===== src/rtl/uart_rx_fifo_ctrl.sv =====
// uart_rx_fifo_ctrl: receive-side word buffer between the UART receiver and the
// host register interface. Level-held rx_ready/read requests are edge-detected
// into one-cycle push/pop strobes that execute one edge later. Words are stored
// in an inferred circular RAM.
//
// Ports:
//   clk          clock, all logic on the rising edge
//   rst          synchronous active-high reset
//   rx_ready     receiver word-valid level (one push per rising level)
//   data         received word, latched when rx_ready rises
//   read         host pop request level (one pop per rising level)
//   clr_err      synchronous clear of the sticky error flags
//   data_out     last popped word, held until the next successful pop
//   empty        count == 0
//   full         count == DEPTH
//   almost_full  count >= AF_LEVEL
//   count        occupancy, 0..DEPTH
//   overflow     sticky: push attempted while full
//   underflow    sticky: pop attempted while empty
module uart_rx_fifo_ctrl #(
  parameter int unsigned DATA_W   = 8,
  parameter int unsigned ADDR_W   = 4,
  parameter int unsigned AF_LEVEL = 12
) (
  input  logic              clk,
  input  logic              rst,
  input  logic              rx_ready,
  input  logic [DATA_W-1:0] data,
  input  logic              read,
  input  logic              clr_err,
  output logic [DATA_W-1:0] data_out,
  output logic              empty,
  output logic              full,
  output logic              almost_full,
  output logic [ADDR_W:0]   count,
  output logic              overflow,
  output logic              underflow
);

  localparam int unsigned DEPTH = 1 << ADDR_W;
  localparam int unsigned CNT_W = ADDR_W + 1;
  localparam logic [ADDR_W:0] DEPTH_CNT = CNT_W'(DEPTH);
  localparam logic [ADDR_W:0] AF_CNT    = CNT_W'(AF_LEVEL);

  logic [DATA_W-1:0] mem [DEPTH];

  logic              rx_q;
  logic              rd_q;
  logic              wr_stb;
  logic              rd_stb;
  logic [DATA_W-1:0] data_lat;
  logic [ADDR_W-1:0] wptr;
  logic [ADDR_W-1:0] rptr;

  logic              do_push_c;
  logic              do_pop_c;
  logic              push_rise_c;
  logic              pop_rise_c;

  // Status decodes of the registered occupancy.
  assign empty       = (count == '0);
  assign full        = (count == DEPTH_CNT);
  assign almost_full = (count >= AF_CNT);

  assign push_rise_c = rx_ready & ~rx_q;
  assign pop_rise_c  = read & ~rd_q;

  // Full/empty are judged before the edge, so a same-cycle pop never frees
  // room for a push, and a same-cycle push is never popped.
  assign do_push_c = wr_stb & ~full;
  assign do_pop_c  = rd_stb & ~empty;

  // Request edge detect; strobes are one cycle wide.
  always_ff @(posedge clk) begin
    if (rst) begin
      rx_q   <= 1'b0;
      rd_q   <= 1'b0;
      wr_stb <= 1'b0;
      rd_stb <= 1'b0;
    end else begin
      rx_q   <= rx_ready;
      rd_q   <= read;
      wr_stb <= push_rise_c;
      rd_stb <= pop_rise_c;
    end
  end

  // Word capture on the detecting edge; consumed by the push one edge later.
  always_ff @(posedge clk) begin
    if (push_rise_c) begin
      data_lat <= data;
    end
  end

  // Storage array, intentionally not reset so it maps onto RAM.
  always_ff @(posedge clk) begin
    if (!rst && do_push_c) begin
      mem[wptr] <= data_lat;
    end
  end

  // Pointers, occupancy and popped data.
  always_ff @(posedge clk) begin
    if (rst) begin
      wptr     <= '0;
      rptr     <= '0;
      count    <= '0;
      data_out <= '0;
    end else begin
      if (do_push_c) begin
        wptr <= wptr + ADDR_W'(1);
      end
      if (do_pop_c) begin
        data_out <= mem[rptr];
        rptr     <= rptr + ADDR_W'(1);
      end
      case ({do_push_c, do_pop_c})
        2'b10:   count <= count + CNT_W'(1);
        2'b01:   count <= count - CNT_W'(1);
        default: count <= count;
      endcase
    end
  end

  // Sticky error flags; a new error on the clearing edge keeps the flag set.
  always_ff @(posedge clk) begin
    if (rst) begin
      overflow  <= 1'b0;
      underflow <= 1'b0;
    end else begin
      if (wr_stb && full) begin
        overflow <= 1'b1;
      end else if (clr_err) begin
        overflow <= 1'b0;
      end
      if (rd_stb && empty) begin
        underflow <= 1'b1;
      end else if (clr_err) begin
        underflow <= 1'b0;
      end
    end
  end

endmodule

===== config.mk =====
export PLATFORM = sky130hd
export DESIGN_NAME = uart_rx_fifo_ctrl
export DESIGN_NICKNAME = d
export VERILOG_FILES = /design/src/rtl/uart_rx_fifo_ctrl.sv
export SDC_FILE = /design/constraint.sdc
export NUM_CORES = 1
export LEC_CHECK = 0
export ABC_AREA = 1
export BUFFER_PORTS_ARGS = -buffer_cell sky130_fd_sc_hd__buf_2
export CORE_MARGIN = 2
export CORE_UTILIZATION = 30
export CTS_CLUSTER_SIZE = 30
export DETAILED_ROUTE_END_ITERATION = 10
export PLACE_DENSITY = 0.53
export SYNTH_ARGS = -nofsm -noshare
export SYNTH_HDL_FRONTEND = slang
export SYNTH_SLANG_ARGS = --single-unit

===== constraint.sdc =====
create_clock -name clk -period 3 [get_ports clk]
set_input_delay 0.6 -clock clk [delete_from_list [all_inputs] [get_ports clk]]
set_output_delay 0.6 -clock clk [all_outputs]
set_load 0.02 [all_outputs]

==> results of run 1 <==
-- power by group --
| group | switching [mW] | internal [mW] | leakage, nW |
|---|---|---|---|
| combinational | 0.313 | 0.135 | 1.61 |
| clock | 0.844 | 1.41 | 0.294 |
| sequential | 0.0617 | 2.49 | 1.45 |
| total | 1.22 | 4.03 | 3.36 |
-- kinds of logic (layout without fill, tap and decap cells) --
kind of cell	count (synthesis)	after routing	share of synthesized area (%)
flops	163	163	66.2
fa+ha+maj	10	10	1.90
buf+inv	129	171	7.74
xor+xnor	5	5	0.627
compound gates	26	26	1.94
simple gates	363	363	21.6
-- worst max-delay path: stages (launching register included) --
cell and delay [ps]:
dfxtp_1 340, nor2_1 170, nand4_1 140, nand2_2 160, ha_1 290, inv_1 80, fa_1 400, inv_1 80
nand2_1 60, a21boi_0 150, o21bai_1 80, nand2_1 60, nand2_1 50, a21oi_1 110
-- synth_stat cells (all sizes together), types with 2 or more instances --
| library cell | instances | area, sq um |
|---|---|---|
| a21oi | 15 | 75.1 |
| buf | 25 | 150 |
| clkbuf | 5 | 18.8 |
| clkinv | 2 | 7.51 |
| dfxtp | 27 | 541 |
| edfxtp | 136 | 4080 |
| ha | 9 | 113 |
| inv | 97 | 364 |
| nand2 | 224 | 846 |
| nand3 | 97 | 485 |
| nand4 | 2 | 12.5 |
| nor2 | 37 | 139 |
| nor3 | 2 | 10.0 |
| o21ai | 9 | 45.0 |
| xor2 | 4 | 35.0 |
-- state kept, by name (all words and copies together), names as in the netlist --
name	cells
wr_stb	1
rd_q	1
count	5
overflow	1
mem	128
rptr	4
data_lat	8
rx_q	1
underflow	1
rd_stb	1
wptr	4
data_out	8
-- layout by cell type, fill, tap and decap left out, types with 4 or more instances in the layout --
cell type  synthesis  routed
a21oi_1           15      15
buf_2             15      30
bufinv_16          0       4
nand2_1          222     222
inv_1             95      95
dfxtp_1           27      26
ha_1               9       9
buf_4              8       9
o21ai_0            9       9
edfxtp_1         136     136
xor2_1             4       4
nand3_1           97      97
clkbuf_16          0      17
nor2_1            37      37
-- stage by stage --
step / power [mW] / utilization, % / cell area (sq um) / setup slack (ps) / std cells
finish: 5.25 / 35.3 / 8020 / 767 / 1023
global route: 5.44 / 35.3 / 8020 / 455 / 1023
CTS: 5.30 / 35.3 / 8020 / 770 / 1023
detailed placement: 3.05 / 32.6 / 7410 / 768 / 991
global placement: 3.05 / 32.6 / 7410 / 757 / 991
floorplan: 2.89 / - / 6980 / 694 / 696
-- how the worst max path moves through the flow --
stage / slack [ps] / startpoint / end
final: 770 / count[2] / count[4]
after global routing: 460 / count[0] / count[4]
after CTS: 770 / count[2] / count[4]
after detailed placement: 770 / rst / mem[0][2]
after global placement: 760 / rst / mem[8][0]
after floorplan: 690 / count[0] / count[4]
-- cell type report --
type / count / area, sq um
clock buffer: 21 / 450
inverter: 99 / 372
tap: 285 / 357
sequential: 163 / 4630
fill: 2310 / 14700
timing repair buffer: 40 / 238
multi-input combinational: 404 / 1820
clock inverter: 11 / 163
-- layer usage --
metal / GRT usage, % / share of wire [%] / vias up
li1: - / - / 2318
met1: 19.7 / 47 / 2127
met2: 22.4 / 46 / 114
met3: 2.55 / 4.5 / 19
met4: 4.94 / 1.7 / 0
met5: 0 / 0 / -
==> key figures, run 1 <==
Synthesis
  • Post-synthesis sequential area ratio: 66.2%
  • EDFF count, synth: 136
  • Yosys warnings: 0
  • Cells after Synth: 696
  • Synth cell types: 25
  • Synth Register Bits: 163
  • Async SR Flop Fraction: 0%
  • Mapped Nets: 719
  • Post-Syn Area: 0.00698 sq mm
  • Prevailing post-synth register cell: edfxtp_1
  • Average size of a mapped cell: 10.0 sq um

Clock tree
  • Clk root buf: clkbuf_16
  • Skew-Pair Late Insertion Delay: 420 ps
  • Cts repair resizes: 0
  • Clock Sinks: 163
  • Postcts setup bufs: 0
  • H-tree depth: 4
  • CTS Buf Count: 17
  • TritonCTS clock tree: done
  • Clock transition at path regs: 60 ps
  • CTS Hold Bufs: 0
  • Longest Clk Path Bufs: 2

Drt
  • DRT iter0 DRCs: 427
  • Routed WL: 16,400 microns
  • Pre-antenna DRT Iters: 5
  • Vias per inst: 4.48
  • Via count: 4,578
  • Antenna-violating nets left: 0
  • WL/cell: 16.0 microns
  • Remaining DRCs: 0

GRT
  • Number of global-route vias before repair: 4,495
  • Largest net degree at the start of global routing: 67
  • Initial antenna violation count: 0
  • First-pass GRT wire length: 25,600 microns
  • Overflow after GRT: 0
  • Overall Global Routing Usage: 14.2%

Worst setup path
  • CP Max Fanout: 7
  • Arrival @ worst endpoint: 2590 ps
  • R2R depth: 13
  • Setup CP Type: reg -> reg
  • Startpoint types: flop
  • CP Capture Type: flop
  • FF-to-FF End: count[4]
  • R2R setup slack: 770 ps
  • Critical path required time: 3360 ps
  • Worst reg2reg startpoint: count[2]

Pwr
  • LEAKAGE: 3.36 nW
  • Cell area power density: 655 mW/mm^2
  • Peak supply drop: 0.353 mV

Place
  • RePlAce Congestion: 0.831
  • Detail Placement HPWL: 10,600 microns
  • IO buf count: 30

Finish
  • Fraction of layout cells with a size suffix above 1: 10.0%
  • Final net count: 748
  • Area Overhead vs Synth: 14.9%
  • Ant diodes: 0

STA
  • Final Cycle Share: 74.4%
  • TNS Setup: 0 ps
  • Number of setup violations in the final report: 0
  • Minimum clock period: 2230 ps
  • Max Freq: 0.448 GHz
  • Worst Hold Slack: 350 ps
  • Final Slew Violations: 0
  • RSZ-0062 raised after global routing: no
  • Hold Vio Cnt, Final: 0
  • Transition time of the tightest slew-check pin: 1040 ps
  • Max_slew headroom: 30.5%
  • Setup skew after layout: 8.49 ps

Floorplanning
  • Die Span Y: 157 microns
  • Die Wd: 157 microns
  • Die area: 0.0245 sq mm
  • Io pins: 31
  • CORE AREA: 0.0227 sq mm
  • Initial Utilization: 30.7%
  • Placement row count: 55

Worst hold path
  • Hold Path End: data_lat[5]
  • Hold Crit Class: in -> reg
  • Worst Hold Depth: 1
  • Hold_sp: data[5]

Run status
  • Status: finished, final reports clean

Run
  • Max-Cap Viols: 0
Note: power is estimated with default switching activity, not from simulation.
==> run 2, diff against run 1 <==
--- a/config.mk
+++ b/config.mk
@@ -5,13 +5,13 @@
 export SDC_FILE = /design/constraint.sdc
 export NUM_CORES = 1
 export LEC_CHECK = 0
-export ABC_AREA = 1
+export ABC_AREA = 0
 export BUFFER_PORTS_ARGS = -buffer_cell sky130_fd_sc_hd__buf_2
 export CORE_MARGIN = 2
 export CORE_UTILIZATION = 30
 export CTS_CLUSTER_SIZE = 30
 export DETAILED_ROUTE_END_ITERATION = 10
-export PLACE_DENSITY = 0.53
+export PLACE_DENSITY = 0.54
 export SYNTH_ARGS = -nofsm -noshare
 export SYNTH_HDL_FRONTEND = slang
 export SYNTH_SLANG_ARGS = --single-unit
==> constraint.sdc (replaced) <==
create_clock -name clk -period 2 [get_ports clk]
set_input_delay 0.4 -clock clk [delete_from_list [all_inputs] [get_ports clk]]
set_output_delay 0.4 -clock clk [all_outputs]
set_load 0.02 [all_outputs]
==> run 2 against run 1 <==
Compared with the run above:
- the run now ends with negative setup slack left
- wire length is 21% lower
- global-route usage is 1.9 points lower
- first-iteration DRC count is 57% lower
- sequential power is 48% higher
- area after synthesis is 8.8% lower
- sequential share of layout area is 2.5 points higher
- register-to-register slack worse by 1300 ps
- clock power is 32% higher
- highest routed layer unchanged
==> key figures, run 2 <==
Synthesis
  • Cells after Synth: 387 (-44%)
  • Adder and majority cell fraction of the synthesized area: 2.08% (+0.18 points)
  • Post-synth top area cell: edfxtp_1
  • Post-synthesis sequential area ratio: 72.7% (+6.4 points)
  • Mapped Nets: 410 (-43%)
  • Average size of a mapped cell: 16.4 sq um (+64%)
  • Synth Register Bits: 163 (unchanged)
  • Synth cell types: 36 (+44%)
  • Xor/xnor cell area share of the yosys netlist: 1.10% (+0.47 points)
  • Prevailing post-synth register cell: edfxtp_1
  • Synth Area in Simple Gates: 6.09% (-15 points)
  • Synth top area share: 64.2% (+5.7 points)
  • Fraction of the mapped netlist area in compound gates: 4.74% (+2.8 points)
  • Largest family of logic cells by synthesized area: multiplexers
  • Count leader, synth: edfxtp_1
  • EDFF count, synth: 136 (unchanged)
  • Yosys warnings: 0 (unchanged)
  • Post-Syn Area: 0.00636 sq mm (-8.8%)
  • Synth top area cells: edfxtp_1 64%, dfxtp_1 8.5%, mux4_2 5.7%
  • Async SR Flop Fraction: 0% (unchanged)
  • Post-synthesis mux area share: 11.2% (+11 points)
  • Post-synth top cells: 136 x edfxtp_1, 52 x nor2_1, 34 x mux2i_1

Clock tree
  • CTS Hold Bufs: 0 (unchanged)
  • Skew-Pair Late Insertion Delay: 420 ps (about the same)
  • Clock Sinks: 163 (unchanged)
  • Longest Clk Path Bufs: 2 (unchanged)
  • Clk root buf: clkbuf_16
  • TritonCTS clock tree: done
  • H-tree depth: 4 (unchanged)
  • Clock transition at path regs: 60 ps (about the same)
  • CTS Buf Count: 17 (unchanged)

Finish
  • Fillers: 1,973 (-15%)
  • Ant diodes: 0 (unchanged)
  • Commonest non-fill, non-tap cells in the layout: 136 x edfxtp_1, 38 x nor2_1, 34 x mux2i_1
  • Largest registers: mem (128), data_lat (8), data_out (8)
  • Most flop-heavy register: mem
  • Final net count: 469 (-37%)
  • Largest register FFs: 128 (unchanged)
  • Area Overhead vs Synth: 21.0%
  • Post-Route Utilization: 36.9% (+1.6 points)
  • Most common cell after layout, fill and taps aside: edfxtp_1
  • Fin cells: 734 (-28%)
  • Fraction of layout cells with a size suffix above 1: 30.7% (+21 points)

Floorplanning
  • Initial Utilization: 30.5% (-0.27 points)
  • Placement row count: 53 (-3.6%)
  • Die area: 0.0224 sq mm (-8.6%)
  • Io pins: 31 (unchanged)
  • Die Span Y: 150 microns (-4.4%)
  • Die Wd: 150 microns (-4.4%)
  • CORE AREA: 0.0209 sq mm (-8.0%)

Place
  • Dpl cells: 701 (-29%)
  • IO buf count: 30 (unchanged)
  • Detail Placement HPWL: 8470 microns (-20%)
  • RePlAce Congestion: 0.755 (-9.1%)

Worst hold path
  • Worst Hold Depth: 1 (unchanged)
  • Hold_sp: data[5]
  • Hold Crit Class: in -> reg
  • Hold Path End: data_lat[5]

Pwr
  • LEAKAGE: 2.49 nW (-26%)
  • Total chip power: 7.07 mW (+35%)
  • Peak supply drop: 0.599 mV (+70%)
  • Cell area power density: 918 mW/mm^2 (+40%)

STA
  • Minimum clock period: 2520 ps (+282 ps)
  • Setup skew after layout: 12.1 ps (+3.64 ps)
  • RSZ-0062 raised after global routing: yes
  • TNS Setup: -664 ps (-664 ps)
  • Final worst setup slack: -516 ps (-1280 ps)
  • Final Slew Violations: 0 (unchanged)
  • Final Cycle Share: 126% (+51 points)
  • Number of setup violations in the final report: 3 (+3)
  • Max_slew headroom: 50.8% (+20 points)
  • Transition time of the tightest slew-check pin: 738 ps (-303 ps)
  • Max Freq: 0.398 GHz (-11%)
  • Hold Vio Cnt, Final: 0 (unchanged)

Worst setup path
  • R2R setup slack: -520 ps (-1280 ps)
  • Startpoint types: flop
  • CP Capture Type: flop
  • Worst reg2reg startpoint: count[0]
  • R2R depth: 12 (-1)
  • Arrival @ worst endpoint: 2820 ps (+230 ps)
  • Setup CP Type: reg -> reg
  • Critical path required time: 2310 ps (-1050 ps)
  • FF-to-FF End: count[4]
  • CP Max Fanout: 4 (-3)

Run status
  • Status: finished, violations left
  • Failing checks: negative setup slack

Drt
  • WL/cell: 17.8 microns (+11%)
  • Via count: 3,376 (-26%)
  • Pre-antenna DRT Iters: 4 (-1)
  • Vias per inst: 4.60 (+2.8%)
  • Routed WL: 13,000 microns (-21%)
  • Remaining DRCs: 0 (unchanged)
  • Antenna-violating nets left: 0 (unchanged)
  • DRT iter0 DRCs: 183 (-57%)

GRT
  • Initial antenna violation count: 0 (unchanged)
  • Number of global-route vias before repair: 3,497 (-22%)
  • Largest net degree at the start of global routing: 39 (-42%)
  • First-pass GRT wire length: 20,100 microns (-21%)
  • Overflow after GRT: 0 (unchanged)
  • Overall Global Routing Usage: 12.3% (-1.9 points)

Run
  • Max-Cap Viols: 0 (unchanged)
run 2: final cells by class:
cell class                 instances  area, sq um  share of cell area [%]
clock buffer                      23          489                    6.35
clock inverter                     9         52.6                   0.682
inverter                           9         33.8                   0.439
multi-input combinational        196         1740                    22.6
sequential                       163         4630                    60.2
tap                              275          344                    4.47
timing repair buffer              59          405                    5.26
run 2: power by group:
| part | internal (mW) | switching (mW) | leakage (nW) |
|---|---|---|---|
| Sequential | 3.72 | 0.0633 | 1.45 |
| Clock | 1.72 | 1.24 | 0.277 |
| Combinational | 0.151 | 0.184 | 0.760 |
run 2: routing by layer:
| layer | part of all wire, % | vias to the layer above | GRT usage [%] |
|---|---|---|---|
| li1 | - | 1606 | - |
| met5 | 0 | - | 0 |
| met1 | 47 | 1720 | 16.5 |
| met2 | 49 | 42 | 19.5 |
| met3 | 2.8 | 8 | 3.26 |
| met4 | 1.3 | 0 | 3.96 |
run 2: metrics by stage:
stage          area [sq um]  hold slack, ps  setup WS [ps]
6_report               7700             152           -516
5_1_grt                7700             124           -614
4_1_cts                7660             129           -509
3_5_place_dp           7050             372           -662
3_3_place_gp           7050             375           -564
2_1_floorplan          6410             367           -549
run 2: worst max-delay path, stage by stage (launching register included):
cell and delay, ps:
dfxtp_2 330, nor4_4 250, buf_4 180, a21boi_2 60
inv_2 70, ha_4 140, inv_2 50, fa_2 350
nor2b_2 160, o21ai_2 70, nand3_1 70, or3b_4 370
mux2_4 300
run 2: timing repair:
action | in CTS | in global routing
endpoints found under the setup margin | 13 | 67
endpoints found under the hold margin | 0 | 0
gates resized for setup | 20 | 10
pin swaps | 3 | 1
buffers inserted | 2 | 0
run 2: worst max-delay path by stage:
stage	startpoint	end	slack, ps
2_1_floorplan	count[3]	count[4]	-550
3_3_place_gp	count[3]	count[4]	-560
3_5_place_dp	count[3]	count[4]	-660
4_1_cts	count[0]	count[4]	-510
5_1_grt	count[0]	count[4]	-610
6_report	count[0]	count[4]	-520
run 2: cells by family after synthesis:
family	count (synthesis)
compound gates	43
xor+xnor	8
fa+ha+maj	10
buf+inv	28
flops	163
mux	51
simple gates	84
==> run 3, diff against run 2 <==
--- a/config.mk
+++ b/config.mk
@@ -12,6 +12,7 @@
 export CTS_CLUSTER_SIZE = 30
 export DETAILED_ROUTE_END_ITERATION = 10
 export PLACE_DENSITY = 0.54
+export SKIP_CTS_REPAIR_TIMING = 1
 export SYNTH_ARGS = -nofsm -noshare
 export SYNTH_HDL_FRONTEND = slang
 export SYNTH_SLANG_ARGS = --single-unit
==> run 3 against run 2 <==
Compared with the run above:
- the run still ends with negative setup slack left
- critical endpoint unchanged
- setup slack worse by 15 ps
- final cell count unchanged
- sequential power about the same
- total power up 0.14%
- critical path type unchanged
- register-to-register slack about the same
- combinational power about the same
- non-clock buffer count unchanged
- sequential share of layout area about the same
- largest power group unchanged
- cell area about the same
==> key figures, run 3 (same netlist as run 2, synthesis figures left out) <==
Run status
  • Status: finished, violations left
  • Failing checks: negative setup slack

Floorplanning
  • Initial Utilization: 30.5% (unchanged)
  • Die area: 0.0224 sq mm (unchanged)
  • CORE AREA: 0.0209 sq mm (unchanged)
  • Die Span Y: 150 microns (unchanged)
  • Die Wd: 150 microns (unchanged)
  • Io pins: 31 (unchanged)
  • Placement row count: 53 (unchanged)

Place
  • Placed cell areas: 0.00705 sq mm (unchanged)
  • RePlAce Congestion: 0.755 (unchanged)
  • IO buf count: 30 (unchanged)
  • Detail Placement HPWL: 8470 microns (unchanged)

Finish
  • Seq. cell area: 0.00463 sq mm (unchanged)
  • Ant diodes: 0 (unchanged)
  • Multi-input gate area: 0.00174 sq mm (unchanged)
  • Largest register FFs: 128 (unchanged)
  • Most flop-heavy register: mem
  • Post-Route Utilization: 36.9% (about the same)
  • Commonest non-fill, non-tap cells in the layout: 136 x edfxtp_1, 38 x nor2_1, 34 x mux2i_1
  • Fraction of layout cells with a size suffix above 1: 30.7% (unchanged)
  • Most common cell after layout, fill and taps aside: edfxtp_1
  • Fillers: 1,979 (+0.30%)
  • Total non-filler cell area in the finished layout: 0.00771 sq mm (about the same)
  • Largest registers: mem (128), data_lat (8), data_out (8)
  • Final net count: 469 (unchanged)
  • Area Overhead vs Synth: 21.1% (about the same)

Run
  • Max-Cap Viols: 0 (unchanged)

STA
  • Hold Vio Cnt, Final: 0 (unchanged)
  • Setup skew after layout: 11.5 ps (-0.667 ps)
  • Worst Hold Slack: 152 ps (-0.475 ps)
  • RSZ-0062 raised after global routing: yes
  • Transition time of the tightest slew-check pin: 751 ps (+12.6 ps)
  • Max_slew headroom: 49.9% (-0.84 points)
  • Final Cycle Share: 127% (+0.74 points)
  • TNS Setup: -721 ps (-57.8 ps)
  • Final Slew Violations: 0 (unchanged)
  • Number of setup violations in the final report: 3 (unchanged)
  • Max Freq: 0.395 GHz (-0.58%)
  • Final worst setup slack: -530 ps (-14.7 ps)
  • Minimum clock period: 2530 ps (+14.7 ps)

Clock tree
  • Clk root buf: clkbuf_16
  • Clock transition at path regs: 60 ps (about the same)
  • Longest Clk Path Bufs: 2 (unchanged)
  • Clock Sinks: 163 (unchanged)
  • TritonCTS clock tree: done
  • Skew-Pair Late Insertion Delay: 420 ps (about the same)
  • H-tree depth: 4 (unchanged)
  • CTS Buf Count: 17 (unchanged)

Worst setup path
  • CP Capture Type: flop
  • Setup CP Type: reg -> reg
  • Startpoint types: flop
  • CP Max Fanout: 4 (unchanged)
  • Critical path required time: 2310 ps (about the same)
  • Arrival @ worst endpoint: 2840 ps (+20 ps)

Pwr
  • LEAKAGE: 2.49 nW (about the same)
  • Gate power share: 4.7% (about the same)
  • Switching Fraction: 21.1% (+0.097 points)
  • Cell area power density: 919 mW/mm^2 (+0.10%)
  • Psw: 1.49 mW (+0.60%)
  • Total chip power: 7.08 mW (+0.14%)
  • Peak supply drop: 0.598 mV (-0.17%)
  • Reg power frac: 53.4% (about the same)
  • Internal: 5.59 mW (about the same)
  • Clk pwr share: 41.9% (about the same)

GRT
  • Overflow after GRT: 0 (unchanged)
  • Overall Global Routing Usage: 12.2% (-0.10 points)
  • Largest net degree at the start of global routing: 39 (unchanged)
  • Initial antenna violation count: 0 (unchanged)
  • First-pass GRT wire length: 19,900 microns (-1.0%)
  • Number of global-route vias before repair: 3,459 (-1.1%)

Drt
  • Routed WL: 13,000 microns (-0.25%)
  • Antenna-violating nets left: 0 (unchanged)
  • Remaining DRCs: 0 (unchanged)
  • Via count: 3,372 (-0.12%)
  • WL/cell: 17.7 microns (-0.25%)
  • Vias per inst: 4.59 (-0.12%)
  • Pre-antenna DRT Iters: 4 (unchanged)
  • DRT iter0 DRCs: 194 (+6.0%)

Worst hold path
  • Hold Crit Class: in -> reg
run 3: cell types whose count changed in the layout (fill, tap and decap cells not counted):
cell,previous run,this run
inv_2,2,1
inv_4,3,4
run 3: worst paths after layout:
| kind | endpoint | startpoint | cells after the start | slack, ps |
|---|---|---|---|---|
| min | data_lat[5] | data[5] | 1 | 150 |
| max reg2reg | count[4] | count[0] | 12 | -530 |
| min reg2reg | rd_stb | rd_q | 1 | 380 |
| max | count[4] | count[0] | 12 | -530 |
run 3: layout make-up:
| cell class | instances | share of cell area [%] |
|---|---|---|
| clock buffers | 23 | 6.35 |
| flip-flops and latches | 163 | 60.1 |
| clock inverters | 9 | 0.682 |
| multi-input cells | 196 | 22.6 |
| well taps | 275 | 4.47 |
| repair buffers | 59 | 5.26 |
| inverters | 9 | 0.471 |
run 3: per-layer routing:
layer  wire length (microns)  share of wire [%]  global-route usage (%)
met5                       0                  0                       0
met4                     167                1.3                    3.96
met3                     485                3.7                    3.26
met2                    6400                 49                    19.2
met1                    5950                 46                    16.4
run 3: per-stage QoR:
step,worst slack [ps],instances
finish,-530,734
CTS,-679,733
detailed placement,-662,701
global placement,-564,701
floorplan,-549,387
global route,-611,734
run 3: critical path, cell delays in order (launching register included):
cell and delay (ps):
dfxtp_2 330, nor4_4 250, buf_4 180, a21boi_2 60, inv_2 70, ha_4 150, inv_4 40, fa_2 360
nor2b_2 160, o21ai_2 80, nand3_1 60, or3b_4 370, mux2_4 300
run 3: power by group through the flow:
stage	registers, mW	logic (mW)	clock network (mW)
floorplan	3.85	0.175	0
global placement	3.85	0.309	0
detailed placement	3.86	0.316	0
CTS	3.78	0.318	3.03
global route	3.79	0.365	3.16
finish	3.78	0.336	2.97
